## src/rtl/irda_fir_rx_fifo.sv

```systemverilog
// rtl/irda_fir_rx_fifo.sv - FIR receive data FIFO (FWFT) with optional per-frame status queue
// Status queue, stop-edge detector and frame word counter exist only with IRDA_FIR_RX_STATUS_EN.
module irda_fir_rx_fifo #(
  parameter int RF_AW = 4,
  parameter int ST_AW = 2
) (
  input  logic               clk,
  input  logic               wb_rst_i,
  input  logic               rf_flush,
  input  logic               rx_restart,
  input  logic               rxfifo_add,
  input  logic [31:0]        rxfifo_dat_i,
  input  logic               fir_sto_detected,
  input  logic               crc32_error,
  input  logic [15:0]        fir_ifdlr_i,
  input  logic               rf_pop,
  output logic [31:0]        rf_dat_o,
  output logic               rf_empty,
  output logic               rf_full,
  output logic [RF_AW:0]     rf_count_o,
  output logic               rf_overrun,
  input  logic               st_pop,
  output logic               st_valid,
  output logic [15:0]        st_len_o,
  output logic [15:0]        st_words_o,
  output logic               st_crc_err_o,
  output logic               st_overrun
);

  localparam int RF_DEPTH = 1 << RF_AW;
  localparam logic [RF_AW:0] RF_FULL_CNT = {1'b1, {RF_AW{1'b0}}};

  logic [31:0]      rf_mem_q [RF_DEPTH];
  logic [RF_AW-1:0] rf_wr_q, rf_wr_d, rf_rd_q, rf_rd_d;
  logic [RF_AW:0]   rf_cnt_q, rf_cnt_d;
  logic             rf_ovr_q, rf_ovr_d;
  logic             rf_is_empty, rf_is_full, rf_push_ok, rf_pop_ok;

  // A push into a full FIFO is still accepted when a pop frees the head in the same cycle.
  always_comb begin
    rf_is_empty = (rf_cnt_q == '0);
    rf_is_full  = (rf_cnt_q == RF_FULL_CNT);
    rf_pop_ok   = rf_pop && !rf_is_empty;
    rf_push_ok  = rxfifo_add && (!rf_is_full || rf_pop);
    rf_wr_d     = rf_wr_q;
    rf_rd_d     = rf_rd_q;
    rf_cnt_d    = rf_cnt_q;
    rf_ovr_d    = rf_ovr_q;
    if (rf_push_ok) rf_wr_d = rf_wr_q + RF_AW'(1);
    if (rf_pop_ok)  rf_rd_d = rf_rd_q + RF_AW'(1);
    if (rf_push_ok && !rf_pop_ok)      rf_cnt_d = rf_cnt_q + (RF_AW+1)'(1);
    else if (!rf_push_ok && rf_pop_ok) rf_cnt_d = rf_cnt_q - (RF_AW+1)'(1);
    if (rxfifo_add && !rf_push_ok) rf_ovr_d = 1'b1;
    if (rf_flush) begin
      rf_wr_d  = '0;
      rf_rd_d  = '0;
      rf_cnt_d = '0;
      rf_ovr_d = 1'b0;
    end
  end

  always_ff @(posedge clk) begin
    if (wb_rst_i) begin
      rf_wr_q  <= '0;
      rf_rd_q  <= '0;
      rf_cnt_q <= '0;
      rf_ovr_q <= 1'b0;
    end else begin
      rf_wr_q  <= rf_wr_d;
      rf_rd_q  <= rf_rd_d;
      rf_cnt_q <= rf_cnt_d;
      rf_ovr_q <= rf_ovr_d;
    end
  end

  always_ff @(posedge clk) begin
    if (!wb_rst_i && !rf_flush && rf_push_ok) rf_mem_q[rf_wr_q] <= rxfifo_dat_i;
  end

  assign rf_dat_o   = rf_is_empty ? 32'h0 : rf_mem_q[rf_rd_q];
  assign rf_empty   = rf_is_empty;
  assign rf_full    = rf_is_full;
  assign rf_count_o = rf_cnt_q;
  assign rf_overrun = rf_ovr_q;

`ifdef IRDA_FIR_RX_STATUS_EN
  localparam int ST_DEPTH = 1 << ST_AW;
  localparam logic [ST_AW:0] ST_FULL_CNT = {1'b1, {ST_AW{1'b0}}};

  logic [15:0]      st_len_mem_q   [ST_DEPTH];
  logic [15:0]      st_words_mem_q [ST_DEPTH];
  logic             st_crc_mem_q   [ST_DEPTH];
  logic [ST_AW-1:0] st_wr_q, st_wr_d, st_rd_q, st_rd_d;
  logic [ST_AW:0]   st_cnt_q, st_cnt_d;
  logic             st_ovr_q, st_ovr_d;
  logic             sto_q, sto_d;
  logic [15:0]      word_cnt_q, word_cnt_d;
  logic [15:0]      cap_words;
  logic             sto_evt, st_is_empty, st_is_full, st_pop_ok, st_cap_ok;

  // cap_words folds in a push accepted in the capture cycle so the record counts it.
  always_comb begin
    sto_evt     = fir_sto_detected && !sto_q;
    st_is_empty = (st_cnt_q == '0);
    st_is_full  = (st_cnt_q == ST_FULL_CNT);
    st_pop_ok   = st_pop && !st_is_empty;
    st_cap_ok   = sto_evt && (!st_is_full || st_pop);
    cap_words   = (rf_push_ok && (word_cnt_q != 16'hFFFF)) ? word_cnt_q + 16'd1 : word_cnt_q;
    sto_d       = fir_sto_detected;
    st_wr_d     = st_wr_q;
    st_rd_d     = st_rd_q;
    st_cnt_d    = st_cnt_q;
    st_ovr_d    = st_ovr_q;
    word_cnt_d  = cap_words;
    if (st_cap_ok) st_wr_d = st_wr_q + ST_AW'(1);
    if (st_pop_ok) st_rd_d = st_rd_q + ST_AW'(1);
    if (st_cap_ok && !st_pop_ok)      st_cnt_d = st_cnt_q + (ST_AW+1)'(1);
    else if (!st_cap_ok && st_pop_ok) st_cnt_d = st_cnt_q - (ST_AW+1)'(1);
    if (sto_evt && !st_cap_ok) st_ovr_d = 1'b1;
    if (rx_restart || sto_evt) word_cnt_d = 16'h0;
    if (rf_flush) begin
      sto_d      = 1'b0;
      st_wr_d    = '0;
      st_rd_d    = '0;
      st_cnt_d   = '0;
      st_ovr_d   = 1'b0;
      word_cnt_d = 16'h0;
    end
  end

  always_ff @(posedge clk) begin
    if (wb_rst_i) begin
      sto_q      <= 1'b0;
      st_wr_q    <= '0;
      st_rd_q    <= '0;
      st_cnt_q   <= '0;
      st_ovr_q   <= 1'b0;
      word_cnt_q <= 16'h0;
    end else begin
      sto_q      <= sto_d;
      st_wr_q    <= st_wr_d;
      st_rd_q    <= st_rd_d;
      st_cnt_q   <= st_cnt_d;
      st_ovr_q   <= st_ovr_d;
      word_cnt_q <= word_cnt_d;
    end
  end

  always_ff @(posedge clk) begin
    if (!wb_rst_i && !rf_flush && st_cap_ok) begin
      st_len_mem_q[st_wr_q]   <= fir_ifdlr_i;
      st_words_mem_q[st_wr_q] <= cap_words;
      st_crc_mem_q[st_wr_q]   <= crc32_error;
    end
  end

  assign st_valid     = !st_is_empty;
  assign st_len_o     = st_is_empty ? 16'h0 : st_len_mem_q[st_rd_q];
  assign st_words_o   = st_is_empty ? 16'h0 : st_words_mem_q[st_rd_q];
  assign st_crc_err_o = st_is_empty ? 1'b0  : st_crc_mem_q[st_rd_q];
  assign st_overrun   = st_ovr_q;
`else
  logic unused_status_inputs;
  assign unused_status_inputs = ^{rx_restart, fir_sto_detected, crc32_error, fir_ifdlr_i, st_pop};

  assign st_valid     = 1'b0;
  assign st_len_o     = 16'h0;
  assign st_words_o   = 16'h0;
  assign st_crc_err_o = 1'b0;
  assign st_overrun   = 1'b0;
`endif

endmodule

```

## config.mk

```make
export PLATFORM = sky130hd
export DESIGN_NAME = irda_fir_rx_fifo
export DESIGN_NICKNAME = d
export VERILOG_FILES = /design/src/rtl/irda_fir_rx_fifo.sv
export SDC_FILE = /design/constraint.sdc
export NUM_CORES = 1
export LEC_CHECK = 0
export ABC_AREA = 1
export BUFFER_PORTS_ARGS = -buffer_cell sky130_fd_sc_hd__buf_2
export CORE_ASPECT_RATIO = 0.75
export CORE_UTILIZATION = 45
export CTS_CLUSTER_DIAMETER = 30
export CTS_CLUSTER_SIZE = 40
export DETAILED_ROUTE_END_ITERATION = 6
export MAX_ROUTING_LAYER = met4
export SLEW_MARGIN = 40
export SYNTH_ARGS = -nofsm -noshare
export SYNTH_HDL_FRONTEND = slang
export SYNTH_SLANG_ARGS = --single-unit
```

## constraint.sdc

```tcl
create_clock -name clk -period 4 [get_ports clk]
set_input_delay 0.6 -clock clk [delete_from_list [all_inputs] [get_ports clk]]
set_output_delay 0.6 -clock clk [all_outputs]
set_load 0.05 [all_outputs]
```

Word level (Yosys, flattened, before mapping)
Memories as Yosys holds them, arrays and structs flattened. A register that Yosys moved wholly into a read port is not among the register bits.
Index checks and enable logic that the tools add are counted.
{ "totals": {"ram_bits": 512, "mem_count": 1, "in_bits": 57, "output_inout_bits": 75, "regBits": 14, "wordCells": 34} }
{ "memory_table": {"columns": ["name", "depth", "width", "read_ports", "rd_clocked_by_memory_dff", "wr", "line", "rtl"], "rows": [
  ["rf_mem_q", 16, 32, 1, 1, 1, "33", "logic [31:0] rf_mem_q [RF_DEPTH];"]
]} }
{ "classes": {"n_mux": 7, "add_sub_neg": 4, "eq_ne": 1, "reduce_logical": 17} }
{ "op_table": {"columns": ["cell", "n"], "rows": [
  ["$mux 32", 1],
  ["$mux 5", 2],
  ["$add 4x1->4 const B", 2],
  ["$mux 4", 2],
  ["$logic_and 1x1->1", 7],
  ["$logic_not 1->1", 6],
  ["$add 5x1->5 const B", 1],
  ["$eq 5x5->1 const B", 1],
  ["$logic_not 5->1", 1],
  ["$sub 5x1->5 const B", 1],
  ["$mux 1", 2],
  ["$reduce_bool 2->1", 1],
  ["$reduce_or 2->1", 1],
  ["$logic_or 1x1->1", 1]
]} }

Depth between registers and ports, before layout
{ "depth": {"ltp_word": 8, "mapped_depth": 14, "mapped_depth_nobuf": 14} }

Least setup slack after synthesis
OpenSTA, ideal clock, no wires.
{ "synth_path": {"kind": "reg2reg", "from": "reg rf_cnt_q[0] (netlist: rf_count_o[0])", "to": "mem rf_mem_q[0][0] (enable)", "stages_incl_launch_ff": 7, "path_buffers": 0, "setup_time_ps": 421, "setup_slack_ps": 859, "arrival_time_ps": 2720, "required_ps": 3579, "synth_period_minus_slack_ps": 3141, "cell_sequence": "dfxtp_1 -> nor2_1 -> nand4_1 -> nand2_1 -> inv_1 -> nand2_1 -> nor2_1"} }
{ "synth_via": {"elab_chain_len": 7} }
{ "synth_lines": {"columns": ["item", "line", "rtl"], "rows": [
  ["start: declaration", "35", "logic [RF_AW:0] rf_cnt_q, rf_cnt_d;"],
  ["start signal: assignment", "71", "rf_cnt_q <= rf_cnt_d;"],
  ["$eq 5x5->1", "42", "rf_is_full = (rf_cnt_q == RF_FULL_CNT);"],
  ["$logic_not 1->1", "44", "rf_push_ok = rxfifo_add && (!rf_is_full || rf_pop);"],
  ["$logic_or 1x1->1", "44", null],
  ["$logic_and 1x1->1", "44", null],
  ["named net rf_push_ok", "37", "logic rf_is_empty, rf_is_full, rf_push_ok, rf_pop_ok;"],
  ["$logic_and 1x1->1", "77", "if (!wb_rst_i && !rf_flush && rf_push_ok) rf_mem_q[rf_wr_q] <= rxfifo_dat_i;"],
  ["$mux 1", "77", null],
  ["$mux 1 (implied by the code)", "77", null],
  ["end: declaration", "33", null]
]} }
The timed path passes the listed nets, and every way through them passes these cells.

==> key figures <==
Route
  • DR DRC count: 0
  • Drt initial violations: 1484
  • Via Count: 13.96k
  • Post-route ant nets: 0
  • Final WL: 54.03 mm
  • Vias per cell: 5.217
  • Routed wire length per instance: 20.19 um
  • TritonRoute pass-1 iters: 5

Logic synthesis
  • Top post-synthesis cells by area: edfxtp_1 (70%), nand2_1 (11%), nand3_1 (9.0%)
  • Register bit total from synthesis: 530
  • Avg Inst Size Synth: 11.78 sq um
  • Top cell type by total area after synthesis: edfxtp_1
  • Gate Count Post-Synth: 1851
  • Post-Synthesis Cell Area: 0.02181 sq mm
  • Area share of the largest cell type after synthesis: 70.50%
  • Post-synth EDFFs: 512
  • Post-synthesis cell type count: 26
  • Async set-or-reset flop fraction in the synthesized netlist: 0%
  • Synthesis Warnings: 0
  • Primary FF master, synth: edfxtp_1
  • Register area share after synthesis: 72.15%

Global routing
  • Global-route met2 utilization: 36.06%
  • First-pass GRT wire length: 80.81 mm
  • Met3 usage: 5.306%
  • Vias in the first global route: 13.54k
  • GRT overflow: 0
  • Initial antenna violation count: 2
  • GRT Util Overall: 22.78%
  • Busiest grt layer: met2
  • M1 GR Usage: 29.61%
  • Largest net degree at the start of global routing: 107

Floorplan
  • Die width: 256.2 um
  • Row Count: 69
  • Ports: 132
  • Initial core utilization: 45.85%
  • Die H: 192.7 um
  • Die area: 0.04936 sq mm
  • Core area: 0.04757 sq mm

Power
  • Power Density: 604.0 mW/mm^2
  • Worst IR drop on VDD: 0.3764 mV
  • Post-layout total power: 15790 uW
  • LEAKAGE: 0.009638 uW

Critical path
  • Req. time, crit path: 3400 ps
  • R2r endpoint: rf_mem_q[0][17]$_DFFE_PP_
  • CP endpoint kind: output port
  • Critical path launch point type: register
  • Arr. time, crit path: 2990 ps
  • Crit path kind: register to output port
  • Reg-to-Reg Start: rf_count_o[0]$_SDFFE_PP0P_
  • R2r worst-path depth: 7
  • Worst-path fanout max: 82
  • R2R setup slack: 1420 ps

Cells and area
  • Final instance count without filler cells: 2676
  • Area growth syn-to-layout: 19.86%
  • Layout cells sized above 1: 14.64%
  • Nets@finish: 2022

Clock tree
  • Post-CTS Resized: 0
  • Clock Sinks: 530
  • CTS tree: done
  • H-tree depth: 3
  • Inserted Clock Buffers: 96
  • Clock-pin slew on the worst setup and hold paths: 50 ps
  • Worst skew pair latency: 650 ps
  • CTS Hold Bufs: 0
  • CTS Buffer Depth: 3
  • CTS Root Buffer Type: clkbuf_16
  • Post-CTS setup buffers: 0

STA
  • Unrepaired setup endpoints after global routing: false
  • Tmin final: 3586 ps
  • Final Hold Fails: 0
  • Worst slew pin tran: 800.3 ps
  • Final period util: 89.66%
  • Setup violations, final: 0
  • Max-slew violations: 0
  • Clock Skew: 39.42 ps
  • FMAX: 0.2788 GHz
  • Setup TNS: 0 ps
  • Slew margin rel.: 46.65%

Placement
  • Cells after DPL: 2496
  • RePlAce Congestion: 0.7477
  • Port Buf Inserts: 76
  • DP HPWL: 26.32 mm

Outcome
  • Run status: finished, final reports clean

Hold path
  • Hold Crit Endpoint: rf_overrun$_SDFFE_PP0P_
  • Hold path start: rxfifo_add
  • Hold depth: 3
  • HP Class: input port to register

Run
  • Maxcap violations: 0
[metrics by stage]
step	instance area [sq um]	hold WS, ps	utilization [%]	setup slack, ps
2_1_floorplan	21940	446.8	-	859.0
3_3_place_gp	22830	449.6	47.99	1048
3_5_place_dp	22840	470.6	48.01	1054
4_1_cts	26140	232.7	54.94	388.0
5_1_grt	26140	282.3	54.95	256.8
6_report	26140	265.6	54.95	413.6
[layer usage]
layer / up-vias / part of all wire (%)
met5: - / 0
met4: 0 / 1.9
met3: 91 / 7.3
met1: 6735 / 43
li1: 6658 / -
met2: 477 / 48
[state kept, by name (all words and copies together), names as in the netlist, named ones only]
name / flops
rf_count_o: 5
rf_mem_q: 512
rf_overrun: 1
rf_rd_q: 4
rf_wr_q: 4
[layout make-up]
type	instances	area [sq um]
timing repair buffer	116	922.1
fill	3983	21430
sequential	530	15750
clock inverter	73	842.1
multi-input combinational	1192	5286
antenna	2	5.005
inverter	19	83.83
tap	639	799.5
clock buffer	105	2457
[cell usage after synthesis, types with 5 or more instances]
cell type / n
buf_2: 36
buf_1: 16
inv_1: 17
nand2_1: 664
a21oi_1: 44
nand3_1: 394
buf_4: 45
nor2_1: 28
edfxtp_1: 512
dfxtp_1: 18
clkbuf_1: 21
o21ai_0: 7
ha_1: 9
buf_6: 24
xor2_1: 5
[worst max-delay path, stage by stage (launching register included)]
cell and delay, ps:
dfxtp_4 500, inv_6 320, buf_12 360, nand2_1 100
nand3_1 80, nand3_1 100, nand2_1 70, nand2_1 40
a21oi_1 390, buf_2 350
[logic make-up (layout without fill, tap and decap cells)]
family / count (synthesis) / in the layout / synth area share [%]
AO/OA/AOI/OAI: 52 / 52 / 1.199
XOR/XNOR: 6 / 6 / 0.2409
adder cells (fa/ha/maj): 10 / 10 / 0.6081
buffers and inverters: 163 / 313 / 4.750
flip-flops: 530 / 530 / 72.15
other: 1 / 37 / 0.01719
AND/OR/NAND/NOR: 1089 / 1089 / 21.04
[report_power, final]
group	leakage, uW	switching (uW)	internal (uW)	total, uW
sequential	0.00475	35.3	6120	6160
clock	0.00157	2780	5350	8130
combinational	0.00332	1160	337	1500
total	0.00964	3980	11800	15800
[how the worst max path moves through the flow]
stage	start	endpoint	slack [ps]
4_1_cts	rf_count_o[0]$_SDFFE_PP0P_	rf_dat_o[1]	390
2_1_floorplan	rf_count_o[0]$_SDFFE_PP0P_	rf_mem_q[0][0]$_DFFE_PP_	860
3_5_place_dp	rf_count_o[0]$_SDFFE_PP0P_	rf_dat_o[1]	1050
3_3_place_gp	rf_count_o[0]$_SDFFE_PP0P_	rf_dat_o[1]	1050
6_report	register	rf_dat_o[5]	410
5_1_grt	register	rf_dat_o[5]	260
[cells in the final DEF (no fill, tap or decap), types with 3 or more instances in the layout]
cell type | Yosys | layout
bufinv_16 | 0 | 14
buf_2 | 36 | 76
conb_1 | 1 | 35
clkinv_8 | 0 | 3
buf_12 | 1 | 19
clkinvlp_4 | 0 | 16
edfxtp_1 | 512 | 512
nand3_1 | 394 | 394
clkinv_2 | 0 | 15
clkinv_4 | 0 | 5
nand2_1 | 664 | 664
inv_1 | 17 | 14
o21ai_0 | 7 | 7
nor2_1 | 28 | 12
buf_4 | 45 | 20
clkinv_1 | 0 | 14
nor2_4 | 0 | 16
inv_6 | 0 | 6
clkbuf_16 | 0 | 97
xor2_1 | 5 | 5
a21oi_1 | 44 | 44
dfxtp_1 | 18 | 14
ha_1 | 9 | 9
clkbuf_1 | 21 | 8
Note: power is estimated with default switching activity, not from simulation.
